[src/rtl/rf_pkg.sv]
// Shared register-file constants and index/data types for decode and writeback.
// Holds the default geometry of the SCP register file (32-bit x 16 entries, 2 read ports).
// No ports; imported by rf_multiport_sb and rf_pending_tracker.
package rf_pkg;

    localparam int RF_DATA_WIDTH = 32;
    localparam int RF_DEPTH      = 16;
    localparam int RF_INDEX_BITS = 4;
    localparam int RF_NUM_RD     = 2;

    typedef logic [RF_INDEX_BITS-1:0] rf_index_t;
    typedef logic [RF_DATA_WIDTH-1:0] rf_data_t;

endpackage

[src/rtl/rf_pending_tracker.sv]
// Per-register pending scoreboard: decode claims set a bit, writeback clears it.
// Ports: clk/reset (sync, active-high), write (wrEn/wrIndex), claim (claimEn/claimIndex),
//        busyVec (registered pending bits), sbErr (sticky double-claim flag).
module rf_pending_tracker
    import rf_pkg::*;
#(
    parameter int DEPTH      = RF_DEPTH,
    parameter int INDEX_BITS = RF_INDEX_BITS,
    parameter int ZERO_REG   = 0
) (
    input  logic                  clk,
    input  logic                  reset,
    input  logic                  wrEn,
    input  logic [INDEX_BITS-1:0] wrIndex,
    input  logic                  claimEn,
    input  logic [INDEX_BITS-1:0] claimIndex,
    output logic [DEPTH-1:0]      busyVec,
    output logic                  sbErr
);

    logic             wr_ok;
    logic             claim_ok;
    logic             same_idx_wr;
    logic             double_claim;
    logic [DEPTH-1:0] busy_nxt;

    // r0 is never tracked when it is hardwired to zero.
    assign wr_ok    = wrEn    && !((ZERO_REG != 0) && (wrIndex    == '0));
    assign claim_ok = claimEn && !((ZERO_REG != 0) && (claimIndex == '0));

    // A write landing on the claimed register in the same cycle retires the
    // old producer, so re-claiming it is legitimate and not an error.
    assign same_idx_wr  = wrEn && (wrIndex == claimIndex);
    assign double_claim = claim_ok && busyVec[claimIndex] && !same_idx_wr;

    // Clear first, then set: a same-cycle claim to the written index wins.
    always_comb begin
        busy_nxt = busyVec;
        if (wr_ok) begin
            busy_nxt[wrIndex] = 1'b0;
        end
        if (claim_ok) begin
            busy_nxt[claimIndex] = 1'b1;
        end
    end

    always_ff @(posedge clk) begin
        if (reset) begin
            busyVec <= '0;
            sbErr   <= 1'b0;
        end else begin
            busyVec <= busy_nxt;
            if (double_claim) begin
                sbErr <= 1'b1;
            end
        end
    end

endmodule

[src/rtl/rf_multiport_sb.sv]
// Multi-read-port register file with optional hardwired r0, write bypass and pending scoreboard.
// Ports: clk/reset (sync, active-high); write (wrEn/wrIndex/dataIn); packed reads (rdIndex -> dataOut,
//        rdPending, 0-cycle); claim (claimEn/claimIndex); busyVec and sticky sbErr from the tracker.
module rf_multiport_sb
    import rf_pkg::*;
#(
    parameter int DATA_WIDTH = RF_DATA_WIDTH,
    parameter int DEPTH      = RF_DEPTH,
    parameter int INDEX_BITS = RF_INDEX_BITS,
    parameter int NUM_RD     = RF_NUM_RD,
    parameter int BYPASS     = 1,
    parameter int ZERO_REG   = 0
) (
    input  logic                         clk,
    input  logic                         reset,
    input  logic                         wrEn,
    input  logic [INDEX_BITS-1:0]        wrIndex,
    input  logic [DATA_WIDTH-1:0]        dataIn,
    input  logic [NUM_RD*INDEX_BITS-1:0] rdIndex,
    output logic [NUM_RD*DATA_WIDTH-1:0] dataOut,
    output logic [NUM_RD-1:0]            rdPending,
    input  logic                         claimEn,
    input  logic [INDEX_BITS-1:0]        claimIndex,
    output logic [DEPTH-1:0]             busyVec,
    output logic                         sbErr
);

    logic [DATA_WIDTH-1:0] regs [DEPTH];
    logic                  wr_ok;

    assign wr_ok = wrEn && !((ZERO_REG != 0) && (wrIndex == '0));

    always_ff @(posedge clk) begin
        if (reset) begin
            for (int r = 0; r < DEPTH; r++) begin
                regs[r] <= '0;
            end
        end else if (wr_ok) begin
            regs[wrIndex] <= dataIn;
        end
    end

    rf_pending_tracker #(
        .DEPTH      (DEPTH),
        .INDEX_BITS (INDEX_BITS),
        .ZERO_REG   (ZERO_REG)
    ) u_tracker (
        .clk        (clk),
        .reset      (reset),
        .wrEn       (wrEn),
        .wrIndex    (wrIndex),
        .claimEn    (claimEn),
        .claimIndex (claimIndex),
        .busyVec    (busyVec),
        .sbErr      (sbErr)
    );

    for (genvar i = 0; i < NUM_RD; i++) begin : g_rd
        logic [INDEX_BITS-1:0] idx;
        logic                  zero_hit;
        logic                  byp_hit;

        assign idx      = rdIndex[i*INDEX_BITS +: INDEX_BITS];
        assign zero_hit = (ZERO_REG != 0) && (idx == '0);
        assign byp_hit  = (BYPASS != 0) && wrEn && (wrIndex == idx);

        // r0 override beats the bypass so a write to r0 can never leak out.
        assign dataOut[i*DATA_WIDTH +: DATA_WIDTH] = zero_hit ? '0 :
                                                     byp_hit  ? dataIn : regs[idx];

        // A forwarded value satisfies the consumer, so it must not stall.
        assign rdPending[i] = busyVec[idx] && !zero_hit && !byp_hit;
    end

endmodule

[config.mk]
export PLATFORM = sky130hd
export DESIGN_NAME = rf_multiport_sb
export DESIGN_NICKNAME = d
export VERILOG_FILES = /design/src/rtl/rf_pkg.sv /design/src/rtl/rf_pending_tracker.sv /design/src/rtl/rf_multiport_sb.sv
export SDC_FILE = /design/constraint.sdc
export NUM_CORES = 1
export LEC_CHECK = 0
export BUFFER_PORTS_ARGS = -buffer_cell sky130_fd_sc_hd__buf_2
export CORE_UTILIZATION = 40
export CTS_BUF_LIST = sky130_fd_sc_hd__clkbuf_8
export DETAILED_ROUTE_END_ITERATION = 10
export GPL_ROUTABILITY_DRIVEN = 0
export PLACE_DENSITY = 0.56
export SLEW_MARGIN = 5
export SYNTH_ARGS = -nofsm -noshare
export SYNTH_HDL_FRONTEND = slang
export SYNTH_SLANG_ARGS = --single-unit
[constraint.sdc]
create_clock -name clk -period 9.4 [get_ports clk]
set_input_delay 1.41 -clock clk [delete_from_list [all_inputs] [get_ports clk]]
set_output_delay 1.41 -clock clk [all_outputs]
set_load 0.01 [all_outputs]
==> results.cfg <==
[clocking]
cts_setup_buffers = 0
clkSlewWorstSetupHoldPaths_ns = 0.06
cts.sinks = 529
cts_inserted_buffers = 93
cts_root_buf = clkbuf_8
tritoncts = built
cts_buffer_depth = 3
cts-resized-gates = 0
holdBufCountCts = 0
clkLatencyLatePin_ns = 0.67
h-tree-depth = 3

[layout]
fillCellCount = 6256
postLayoutCoreUtil = 0.448
multi_input_area_um2 = 12400
nets = 1900
area_growth_pct = 11.0
regArea_um2 = 15700
layout-drive-gt1-share = 0.369

[power]
irDropWorstVdd_mv = 0.0841
p_int_mw = 4.03
p_switching_mw = 1.43
totalPowerFinal_mw = 5.45
power_density_nw_per_um2 = 170
power_leakage_nw = 11.0
comb_power_share = 0.140
switching_share = 0.261
clkPwrFrac = 0.348
p_seq_frac = 0.512

[timing]
min_period_over_period = 0.609
setup_tns_ns = 0
final_max_slew_viol_count = 0
finalSetupViolCount = 0
worst_slew_pin_slew_ns = 1.32
rsz0062_at_grt = no
relSlewSlack = 0.114
hold_viol_final = 0
period_minus_slack_ns = 5.73
fin_hold_ws_ns = 0.457
fmax_mhz = 175
clock_skew_ns = 0.00795

[synth]
ys_ff_latch = 529
yosysWarnings = 0
seq_area_frac_synth = 0.545
synthCells = 1746
avgSynthCellArea_um2 = 16.5
syn_nets = 1798
synth_area_um2 = 28800
ys_types = 33

[place]
dpl.hpwl_mm = 48.7
numPortBuffers = 134

[floorplan]
io_pins = 135
dieArea_um2 = 73100
die_h_um = 270
dieWidth_um = 270
core_area_um2 = 71400
initial_core_util = 0.404
num_rows = 98

[worst_setup_path]
worstSetupStartpointType = input port
r2r_slack_ns = 8.02
cp_max_fo = 40
critPathRequiredTime_ns = 7.99
cp.arrival_ns = 4.32
endpoint_kind = primary output
critical_path_class = input port to primary output

[detailed_routing]
dr.first_iter.drc_count = 1756
first_pass_iters = 5
antenna_left = 0
drt-total-wl_mm = 89.9
avgViaCountPerCell = 5.94
drc = 0
wl_per_cell_um = 31.4
via_count = 17000

[grt]
grt_max_degree = 79
grt_pass1_vias = 17700
antenna_found_initial = 5
grt_usage = 0.250
grt_pass1_wl_mm = 129
overflow = 0

[run]
drv_cap = 0

[hold_path]
hold_path.class = register to register

[status]
status = complete, no violations
## layout make-up
cell class / count / area share
Sequential cell: 529 / 0.491
Multi-Input combinational cell: 1031 / 0.387
Clock buffer: 96 / 0.0413
Tap cell: 950 / 0.0371
Timing Repair Buffer: 179 / 0.0335
Clock inverter: 63 / 0.00817
Inverter: 14 / 0.00164
Antenna cell: 2 / 0.000156
## cells in the final DEF, fill, tap and decap left out, types with 6 or more instances in the layout
master    instances
mux4_2          321
clkinv_2          7
mux2_2           65
dfxtp_1          17
clkbuf_8         96
inv_1            47
buf_4            45
clkinv_1         19
nor2b_1           6
xor2_1            9
mux4_1           13
nand2_1          24
a21o_2           11
o21ai_1          15
edfxtp_1        512
nor2_4           12
and2_1          514
nor2_1            6
buf_2           128
## metal layers
layer  GRT usage  up-vias  part of all wire
met5           0        -          0.000078
li1            -     7002                 -
met3      0.0393      133             0.069
met4      0.0583        2             0.019
met2       0.421      753              0.50
met1       0.339     9115              0.41
## synth_stat cells (all sizes together)
| cell type | count | area, um^2 |
|---|---|---|
| nor2 | 18 | 67.6 |
| nor4 | 2 | 25.0 |
| mux4 | 334 | 7570 |
| o21ai | 15 | 75.1 |
| xor2 | 9 | 78.8 |
| inv | 14 | 52.6 |
| edfxtp | 512 | 15400 |
| o21bai | 3 | 22.5 |
| o31ai | 1 | 7.51 |
| mux2i | 2 | 20.0 |
| and3b | 1 | 8.76 |
| buf | 45 | 372 |
| a21o | 11 | 82.6 |
| nor3b | 4 | 30.0 |
| or3 | 1 | 6.26 |
| dfxtp | 17 | 340 |
| xnor2 | 3 | 26.3 |
| and2 | 514 | 3220 |
| nor3 | 5 | 25.0 |
| a32oi | 1 | 8.76 |
| nand2b | 5 | 31.3 |
| clkbuf | 127 | 477 |
| nor2b | 6 | 37.5 |
| nand3 | 4 | 20.0 |
| a21oi | 1 | 5.00 |
| o41ai | 1 | 8.76 |
| mux2 | 65 | 732 |
| nand2 | 24 | 90.1 |
| and3 | 1 | 6.26 |
## sequential cells by signal, indices dropped and copies added (netlist names)
signal	cells
u_tracker.busyVec	16
u_tracker.sbErr	1
regs	512
## logic make-up after synthesis
kind of cell	share of synthesized area
simple gates	0.124
mux	0.289
compound gates	0.00729
buf+inv	0.0313
xor+xnor	0.00365
flops	0.545
## power groups by stage
| stage | sequential, mW | combinational (mW) | clock (mW) |
|---|---|---|---|
| 2_1_floorplan | 2.81 | 0.506 | 0 |
| 3_3_place_gp | 2.83 | 0.769 | 0 |
| 3_5_place_dp | 2.84 | 0.770 | 0 |
| 4_1_cts | 2.79 | 0.773 | 1.93 |
| 5_1_grt | 2.81 | 0.805 | 2.03 |
| 6_report | 2.79 | 0.763 | 1.90 |
## stage by stage
stage / worst slack, ns / cells / cell area [um^2]
after detailed placement: 3.67 / 2703 / 30400
after global placement: 3.67 / 2703 / 30400
after floorplan: 4.75 / 1746 / 28800
final: 3.67 / 2864 / 32000
after global routing: 3.56 / 2863 / 32000
after CTS: 3.66 / 2862 / 32000
## critical path, cell delays in order
cell and delay [ns]:
buf_2 0.08, buf_4 0.70, xor2_1 0.22, nor4_4 0.65
buf_4 0.61, mux2_2 0.41, buf_2 0.14
## worst paths after layout
kind | cells after the start | endpoint | startpoint
worst min-delay path | 2 | u_tracker.sbErr | u_tracker.sbErr
worst max-delay path | 7 | dataOut[47] | rdIndex[6]
worst min register to register | 2 | u_tracker.sbErr | u_tracker.sbErr
worst max register to register | 4 | u_tracker.sbErr | u_tracker.busyVec[0]
(Power assumes the default switching activity.)
